[src/rtl/axis_traffic_gen.sv]
// axis_traffic_gen
// AXI4-Stream packet generator. A run is launched by a start pulse. It sends
// cfg_pkt_count packets of cfg_pkt_len beats each, with cfg_gap idle cycles
// between packets. A cfg_pkt_count of 0 keeps the run going until a stop is
// requested. tdata carries a 32-bit running beat counter. tuser marks the
// first beat of each packet and tlast marks the final beat.
// A stop never cuts a packet short: it takes effect at the next tlast transfer,
// or at once when the generator is sitting in an inter-packet gap.
module axis_traffic_gen #(
  parameter int C_AXIS_DATA_WIDTH = 32,
  parameter int C_AXIS_ID_WIDTH   = 4,
  parameter int C_AXIS_DEST_WIDTH = 4
) (
  input  logic                           aclk,
  input  logic                           areset,
  input  logic                           aclken,
  input  logic                           start,
  input  logic                           stop,
  input  logic [15:0]                    cfg_pkt_len,
  input  logic [15:0]                    cfg_pkt_count,
  input  logic [7:0]                     cfg_gap,
  input  logic [C_AXIS_DATA_WIDTH/8-1:0] cfg_last_keep,
  input  logic [C_AXIS_ID_WIDTH-1:0]     cfg_tid,
  input  logic [C_AXIS_DEST_WIDTH-1:0]   cfg_tdest,
  output logic                           m_axis_tvalid,
  input  logic                           m_axis_tready,
  output logic [C_AXIS_DATA_WIDTH-1:0]   m_axis_tdata,
  output logic [C_AXIS_DATA_WIDTH/8-1:0] m_axis_tstrb,
  output logic [C_AXIS_DATA_WIDTH/8-1:0] m_axis_tkeep,
  output logic                           m_axis_tlast,
  output logic [C_AXIS_ID_WIDTH-1:0]     m_axis_tid,
  output logic [C_AXIS_DEST_WIDTH-1:0]   m_axis_tdest,
  output logic                           m_axis_tuser,
  output logic                           busy,
  output logic                           done,
  output logic [15:0]                    pkts_sent
);

  localparam int KW = C_AXIS_DATA_WIDTH / 8;

  typedef enum logic [1:0] {
    ST_IDLE = 2'd0,
    ST_SEND = 2'd1,
    ST_GAP  = 2'd2
  } state_t;

  state_t                 state_q, state_d;

  // Configuration captured when the run starts. Zero lengths and zero last-keep
  // values are normalised once here, so the datapath never has to handle them.
  logic [15:0]            len_q, len_d;
  logic [15:0]            count_q, count_d;
  logic [7:0]             gap_q, gap_d;
  logic [KW-1:0]          last_keep_q, last_keep_d;
  logic [C_AXIS_ID_WIDTH-1:0]   tid_q, tid_d;
  logic [C_AXIS_DEST_WIDTH-1:0] tdest_q, tdest_d;

  // Run progress
  logic [15:0]            beat_q, beat_d;       // beat index inside current packet
  logic [31:0]            data_cnt_q, data_cnt_d; // running beat counter for tdata
  logic [15:0]            pkts_q, pkts_d;       // packets completed this run
  logic [7:0]             gap_cnt_q, gap_cnt_d; // remaining idle cycles in GAP
  logic                   stop_pend_q, stop_pend_d;
  logic                   done_q, done_d;

  logic                   is_last;
  logic                   run_end;
  logic [C_AXIS_DATA_WIDTH-1:0] data_ext;

  // Current beat is the final beat of its packet
  assign is_last = (beat_q == (len_q - 16'd1));

  // The run finishes at this tlast when a stop is pending (or arrives now), or
  // when this packet brings the count up to a nonzero target
  assign run_end = stop_pend_q || stop ||
                   ((count_q != 16'd0) && ((pkts_q + 16'd1) == count_q));

  // Fit the 32-bit beat counter to the bus width, by zero-extending or by truncating
  generate
    if (C_AXIS_DATA_WIDTH > 32) begin : g_data_wide
      assign data_ext = {{(C_AXIS_DATA_WIDTH-32){1'b0}}, data_cnt_q};
    end else begin : g_data_narrow
      assign data_ext = data_cnt_q[C_AXIS_DATA_WIDTH-1:0];
    end
  endgenerate

  // Next-state logic: every register holds its value unless aclken allows progress
  always_comb begin
    state_d     = state_q;
    len_d       = len_q;
    count_d     = count_q;
    gap_d       = gap_q;
    last_keep_d = last_keep_q;
    tid_d       = tid_q;
    tdest_d     = tdest_q;
    beat_d      = beat_q;
    data_cnt_d  = data_cnt_q;
    pkts_d      = pkts_q;
    gap_cnt_d   = gap_cnt_q;
    stop_pend_d = stop_pend_q;
    done_d      = done_q;

    if (aclken) begin
      done_d = 1'b0;
      case (state_q)
        ST_IDLE: begin
          // A stop on its own is ignored here. A stop that arrives together with
          // start is remembered, so the run ends after its first packet.
          if (start) begin
            state_d     = ST_SEND;
            len_d       = (cfg_pkt_len == 16'd0) ? 16'd1 : cfg_pkt_len;
            count_d     = cfg_pkt_count;
            gap_d       = cfg_gap;
            last_keep_d = (cfg_last_keep == '0) ? {KW{1'b1}} : cfg_last_keep;
            tid_d       = cfg_tid;
            tdest_d     = cfg_tdest;
            beat_d      = 16'd0;
            data_cnt_d  = 32'd0;
            pkts_d      = 16'd0;
            gap_cnt_d   = 8'd0;
            stop_pend_d = stop;
          end
        end

        ST_SEND: begin
          if (stop) begin
            stop_pend_d = 1'b1;
          end
          if (m_axis_tready) begin
            data_cnt_d = data_cnt_q + 32'd1;
            if (is_last) begin
              pkts_d = pkts_q + 16'd1;
              beat_d = 16'd0;
              if (run_end) begin
                state_d     = ST_IDLE;
                done_d      = 1'b1;
                stop_pend_d = 1'b0;
              end else if (gap_q != 8'd0) begin
                state_d   = ST_GAP;
                gap_cnt_d = gap_q;
              end
            end else begin
              beat_d = beat_q + 16'd1;
            end
          end
        end

        ST_GAP: begin
          // Nothing is in flight during a gap, so a stop can end the run at once
          if (stop) begin
            state_d     = ST_IDLE;
            done_d      = 1'b1;
            stop_pend_d = 1'b0;
            gap_cnt_d   = 8'd0;
          end else if (gap_cnt_q <= 8'd1) begin
            state_d   = ST_SEND;
            gap_cnt_d = 8'd0;
          end else begin
            gap_cnt_d = gap_cnt_q - 8'd1;
          end
        end

        default: begin
          state_d = ST_IDLE;
        end
      endcase
    end
  end

  // State register; reset clears everything and overrides aclken
  always_ff @(posedge aclk) begin
    if (areset) begin
      state_q     <= ST_IDLE;
      len_q       <= 16'd0;
      count_q     <= 16'd0;
      gap_q       <= 8'd0;
      last_keep_q <= '0;
      tid_q       <= '0;
      tdest_q     <= '0;
      beat_q      <= 16'd0;
      data_cnt_q  <= 32'd0;
      pkts_q      <= 16'd0;
      gap_cnt_q   <= 8'd0;
      stop_pend_q <= 1'b0;
      done_q      <= 1'b0;
    end else begin
      state_q     <= state_d;
      len_q       <= len_d;
      count_q     <= count_d;
      gap_q       <= gap_d;
      last_keep_q <= last_keep_d;
      tid_q       <= tid_d;
      tdest_q     <= tdest_d;
      beat_q      <= beat_d;
      data_cnt_q  <= data_cnt_d;
      pkts_q      <= pkts_d;
      gap_cnt_q   <= gap_cnt_d;
      stop_pend_q <= stop_pend_d;
      done_q      <= done_d;
    end
  end

  // Stream outputs come only from registers, so they stay stable until a
  // transfer happens. Outside SEND they are forced to zero.
  always_comb begin
    m_axis_tvalid = 1'b0;
    m_axis_tdata  = '0;
    m_axis_tkeep  = '0;
    m_axis_tstrb  = '0;
    m_axis_tlast  = 1'b0;
    m_axis_tuser  = 1'b0;
    m_axis_tid    = '0;
    m_axis_tdest  = '0;
    if (state_q == ST_SEND) begin
      m_axis_tvalid = 1'b1;
      m_axis_tdata  = data_ext;
      m_axis_tlast  = is_last;
      m_axis_tuser  = (beat_q == 16'd0);
      m_axis_tkeep  = is_last ? last_keep_q : {KW{1'b1}};
      m_axis_tstrb  = is_last ? last_keep_q : {KW{1'b1}};
      m_axis_tid    = tid_q;
      m_axis_tdest  = tdest_q;
    end
  end

  // done_q holds its value while aclken is low. The pulse is therefore shown
  // during exactly one enabled cycle.
  assign done      = done_q & aclken;
  assign busy      = (state_q != ST_IDLE);
  assign pkts_sent = pkts_q;

endmodule

[config.mk]
export PLATFORM = sky130hd
export DESIGN_NAME = axis_traffic_gen
export DESIGN_NICKNAME = d
export VERILOG_FILES = /design/src/rtl/axis_traffic_gen.sv
export SDC_FILE = /design/constraint.sdc
export NUM_CORES = 1
export LEC_CHECK = 0
export CAP_MARGIN = 10
export CORE_UTILIZATION = 40
export DETAILED_ROUTE_END_ITERATION = 8
export REMOVE_ABC_BUFFERS = 1
export SLEW_MARGIN = 10
export SYNTH_ARGS = -nofsm -noshare
export SYNTH_HDL_FRONTEND = slang
export SYNTH_SLANG_ARGS = --single-unit
[constraint.sdc]
create_clock -name aclk -period 6.53 [get_ports aclk]
set_input_delay 1.6325 -clock aclk [delete_from_list [all_inputs] [get_ports aclk]]
set_output_delay 1.6325 -clock aclk [all_outputs]
set_load 0.02 [all_outputs]
Word level (Yosys, flattened, before mapping). Cells that the tools add are included. W data, S select, Z words.

Bits in registers: 128. Latch bits: 0. Memory bits (writable): 0. Memory bits (read-only): 0. Bits of input ports: 58. Output and inout bits: 69. Word-level logic and storage cells: 98. Memories kept: 0.

Add/subtract/negate cells: 5. $mul: 0. Divide/modulo/power cells: 0. $lt $le $gt $ge: 1. Equality and inequality tests: 12. Shift operators: 0. Multiplexer cells: 48. Bitwise gates (word level): 1. Reduce and logical (&&, ||, !) cells: 18.

Operators by type and width (count): $mux W16 (6); $mux W32 (3); $pmux W16 S2 (2); $pmux W32 S2 (1); $mux W8 (7); $add A16 B1 Y16 const B (2); $add A32 B1 Y32 const B (1); $eq A16 B16 Y1 (2); $logic_not A16 Y1 (2); $pmux W8 S3 (1); $mux W4 (5); $reduce_bool A16 Y1 (1); $sub A16 B1 Y16 const B (1); $mux W2 (7); $mux W1 (13); $ne A2 B2 Y1 const B (6); $le A8 B1 Y1 const B (1); $reduce_and A4 Y1 (2); $reduce_bool A8 Y1 (1); $sub A8 B1 Y8 const B (1); $reduce_and A7 Y1 (1); $ne A3 B3 Y1 const B (2); $pmux W2 S3 (1); $reduce_and A6 Y1 (1); 13 further kinds (15).

Depth between registers and ports, before layout. Gate-level depths: netlist of the first run.

Depth after elaboration: 8. Gate-level depth with buffers: 11. Gate-level depth less buffers: 9.

Worst setup path before layout of the first run. Ideal clock, no wire load.

Kind: flip-flop to output port. Start: reg len_q[0]. End: out m_axis_tstrb[0]. Arrival time: 2739 ps. Data required time: 4898 ps. Setup slack: 2159 ps. Stages on the path, launching flop included: 12. Path through: dfxtp_1 > inv_1 > ha_1 > or3b_4 > o31a_1 > or4_4 > nor4_4 > nand3_1 > buf_2 > nor2_1 > nor2_1 > buf_4.

Cells in the longest elaborated chain, start to end: 4.

Ends and longest elaborated chain: start: declaration (RTL line 51) `logic [15:0] len_q, len_d;`; start signal: assignment (RTL line 188) `len_q <= len_d;`; $sub A16 B1 Y16 (RTL line 71) `assign is_last = (beat_q == (len_q - 16'd1));`; $eq A16 B16 Y1 (RTL line 71); $mux W4 (2 in series); end: declaration (RTL line 28) `output logic [C_AXIS_DATA_WIDTH/8-1:0] m_axis_tstrb,`.

No other way between the ends.

Final worst setup path of the first run.
Start: reg len_q[0]. End: out m_axis_tkeep[3].

Cells in the longest elaborated chain, start to end: 4.

Ends and longest elaborated chain: $sub A16 B1 Y16 (RTL line 71); $eq A16 B16 Y1 (RTL line 71); $mux W4 (RTL line 219) `m_axis_tkeep = is_last ? last_keep_q : {KW{1'b1}};`; $mux W4 (RTL line 214) `if (state_q == ST_SEND) begin`; end: declaration (RTL line 29) `output logic [C_AXIS_DATA_WIDTH/8-1:0] m_axis_tkeep,`.

No other way between the ends.

==> impl_metrics.json, run 1 <==
{
  "fin_tns_setup_ns": 0,
  "grt_pass1_wl_um": 32890,
  "synth_area_leaders": "dfxtp_1 (35%), nand2_1 (8.6%), xor2_1 (5.3%), xnor2_1 (4.5%), nor2_1 (4.4%)",
  "grt_setup_unrepaired": "no",
  "wl_met2_um": 9271,
  "drtIter0Drc": 461,
  "final_cell_mix": "nand2_1 (169), dfxtp_1 (128), clkdlybuf4s50_1 (125), nor2_1 (87), a21oi_1 (58)",
  "powerDensity_mw_per_mm2": 225.6,
  "numCtsBuffers": 17,
  "root_buffer": "clkbuf_16",
  "setup_slack_ns": 0.8575,
  "fill_cells": 1803,
  "die_area_mm2": 0.01906,
  "ys_async_sr_fraction": 0,
  "crit_arrival_ns": 4.04,
  "cts_hold_buf": 0,
  "synth_cells": 953,
  "outcome": "complete, no violations",
  "dp_hpwl_um": 14090,
  "wl_met3_um": 789,
  "core_mm2": 0.01802,
  "ant_nets": 0,
  "firstDrtPassIters": 4,
  "vias": 6801,
  "fin_nets": 1115,
  "peakVddDrop_mv": 0.2045,
  "drt-met1-wl_um": 9852,
  "fin_area_mm2": 0.009320,
  "required_ns": 4.90,
  "relSlewSlack": 0.2613,
  "cts_max_path_buffers": 2,
  "finalHoldViolCount": 0,
  "io_buffers": 126,
  "wl_per_cell_um": 15.62,
  "antenna_found_initial": 0,
  "fin_crit_ns": 5.673,
  "cts-htree-levels": 4,
  "hp-class": "reg -> reg",
  "die_h_um": 138.1,
  "worstMarginPinSlew_ns": 1.107,
  "drcViolationCount": 0,
  "synth_ff_type": "dfxtp_1",
  "diodes": 0,
  "avgSynthCellArea_um2": 7.771,
  "drv_cap": 0,
  "cts_resized": 0,
  "postPlaceCellArea_mm2": 0.008747,
  "synth_seq_area_share": 0.3460,
  "ios": 127,
  "syn_to_final_growth_pct": 25.85,
  "synth_edf_count": 0,
  "drive_gt1_frac": 0.06333,
  "dp_slack_ns": 1.287,
  "fin_skew_ns": 0.006060,
  "cts_setup_buffers": 0,
  "yosysTopAreaCellShare": 0.3460,
  "chipWidth_um": 138.1,
  "tritoncts": "done",
  "crit_type": "reg -> out",
  "grt.overflow.total": 0,
  "period_share": 0.8687,
  "end_kind": "output pin",
  "cp_max_fo": 11,
  "clock-sinks": 128,
  "syn_area_mm2": 0.007406,
  "grt_max_degree": 61,
  "regArea_mm2": 0.002562,
  "globalRouteTotalUtil": 0.2121,
  "gp_congestion": 0.8536,
  "vias_per_cell": 5.284,
  "rows": 49,
  "ys_types": 75,
  "grt_pass1_vias": 6473,
  "setup_viol": 0,
  "slew_viol_final": 0,
  "wirelength_um": 20100,
  "top_layer_used": "met4",
  "total_leakage_power_nw": 3.329,
  "hold_slack_ns": 0.4487,
  "timing.fmax_mhz": 176.3,
  "synth_warnings": 0,
  "start_util": 0.4109,
  "synth-seq-cells": 128,
  "clk_latency_ns": 0.42,
  "clk_pin_slew_worst_paths_ns": 0.06,
  "worstSetupStartpointType": "flip-flop",
  "synth_top_cell_by_area": "dfxtp_1",
  "multi_input_area_mm2": 0.004477,
  "final_common_cell": "nand2_1"
}
-- routing by layer --
metal / track usage / up-vias
met2: 0.3471 / 136
li1: - / 3476
met1: 0.2802 / 3174
met3: 0.04919 / 15
met4: 0.05437 / 0
met5: 0 / -
-- cell type report --
cell class	instances	share of cell area
multi-input combinational	734	0.4803
inverter	32	0.01289
tap	229	0.03074
timing repair buffer	132	0.1396
sequential	128	0.2749
clock inverter	13	0.01504
clock buffer	19	0.04645
-- cell usage after synthesis, types with 21 or more instances --
cell / instances
a21oi_1: 58
and2_1: 48
clkbuf_1: 41
dfxtp_1: 128
inv_1: 32
nand2_1: 169
nand3_1: 30
nand4_1: 23
nor2_1: 87
nor4_1: 21
o21ai_0: 46
xnor2_1: 38
xor2_1: 45
-- worst max-delay path, stage by stage (launching register included) --
cell and delay [ns]:
dfxtp_1 0.36, inv_1 0.08, ha_1 0.20, or3b_4 0.40
o31a_1 0.24, or4_4 0.55, nor4_4 0.35, nand3_1 0.51
nor2_1 0.24, nor2_1 0.10, clkdlybuf4s50_1 0.59
-- report_power, final --
part	switching, mW	total (mW)	internal [mW]
logic	0.207	0.350	0.143
registers	0.0270	0.832	0.805
clock network	0.359	0.920	0.561
total	0.593	2.10	1.51
-- metrics by stage --
step,std cells,power [mW],utilization
finish,1287,2.103,0.5171
global route,1287,2.197,0.5171
CTS,1287,2.125,0.5171
global placement,1255,1.197,0.4853
floorplan,894,1.056,-
detailed placement,1255,1.199,0.4853
-- final timing paths --
| path | startpoint | endpoint | slack (ns) | cells past startpoint |
|---|---|---|---|---|
| max | len_q[0] | m_axis_tkeep[3] | 0.86 | 10 |
| min | tid_q[2] | tid_q[2] | 0.45 | 2 |
| max reg2reg | state_q[1] | data_cnt_q[30] | 2.61 | 9 |
| min reg2reg | tid_q[2] | tid_q[2] | 0.45 | 2 |
-- state kept, by name (all words and copies together), names as in the netlist --
name,count
tdest_q,4
pkts_sent,16
tid_q,4
done_q,1
len_q,16
count_q,16
gap_q,8
gap_cnt_q,8
beat_q,16
last_keep_q,4
state_q,2
data_cnt_q,32
stop_pend_q,1
-- kinds of logic (layout without fill, tap and decap cells) --
group / after synthesis / in the layout / share of synthesized area
flip-flops: 128 / 128 / 0.3460
AND/OR/NAND/NOR: 466 / 466 / 0.3220
buffers and inverters: 91 / 196 / 0.05170
adder cells (fa/ha/maj): 12 / 12 / 0.02027
multiplexers: 15 / 15 / 0.02061
AO/OA/AOI/OAI: 158 / 158 / 0.1412
XOR/XNOR: 83 / 83 / 0.09816
(Power assumes the default switching activity.)
==> run 2, diff against run 1 <==
--- a/config.mk
+++ b/config.mk
@@ -5,7 +5,6 @@
 export SDC_FILE = /design/constraint.sdc
 export NUM_CORES = 1
 export LEC_CHECK = 0
-export CAP_MARGIN = 10
 export CORE_UTILIZATION = 40
 export DETAILED_ROUTE_END_ITERATION = 8
 export REMOVE_ABC_BUFFERS = 1
==> results of run 2 <==
The final DEF is identical to that of run 1; final timing and power are the same.
==> run 3, diff against run 2 <==
--- a/config.mk
+++ b/config.mk
@@ -6,6 +6,7 @@
 export NUM_CORES = 1
 export LEC_CHECK = 0
 export CORE_UTILIZATION = 40
+export CTS_CLUSTER_DIAMETER = 150
 export DETAILED_ROUTE_END_ITERATION = 8
 export REMOVE_ABC_BUFFERS = 1
 export SLEW_MARGIN = 10
==> results of run 3 <==
The final DEF is identical to that of run 1; final timing and power are the same.
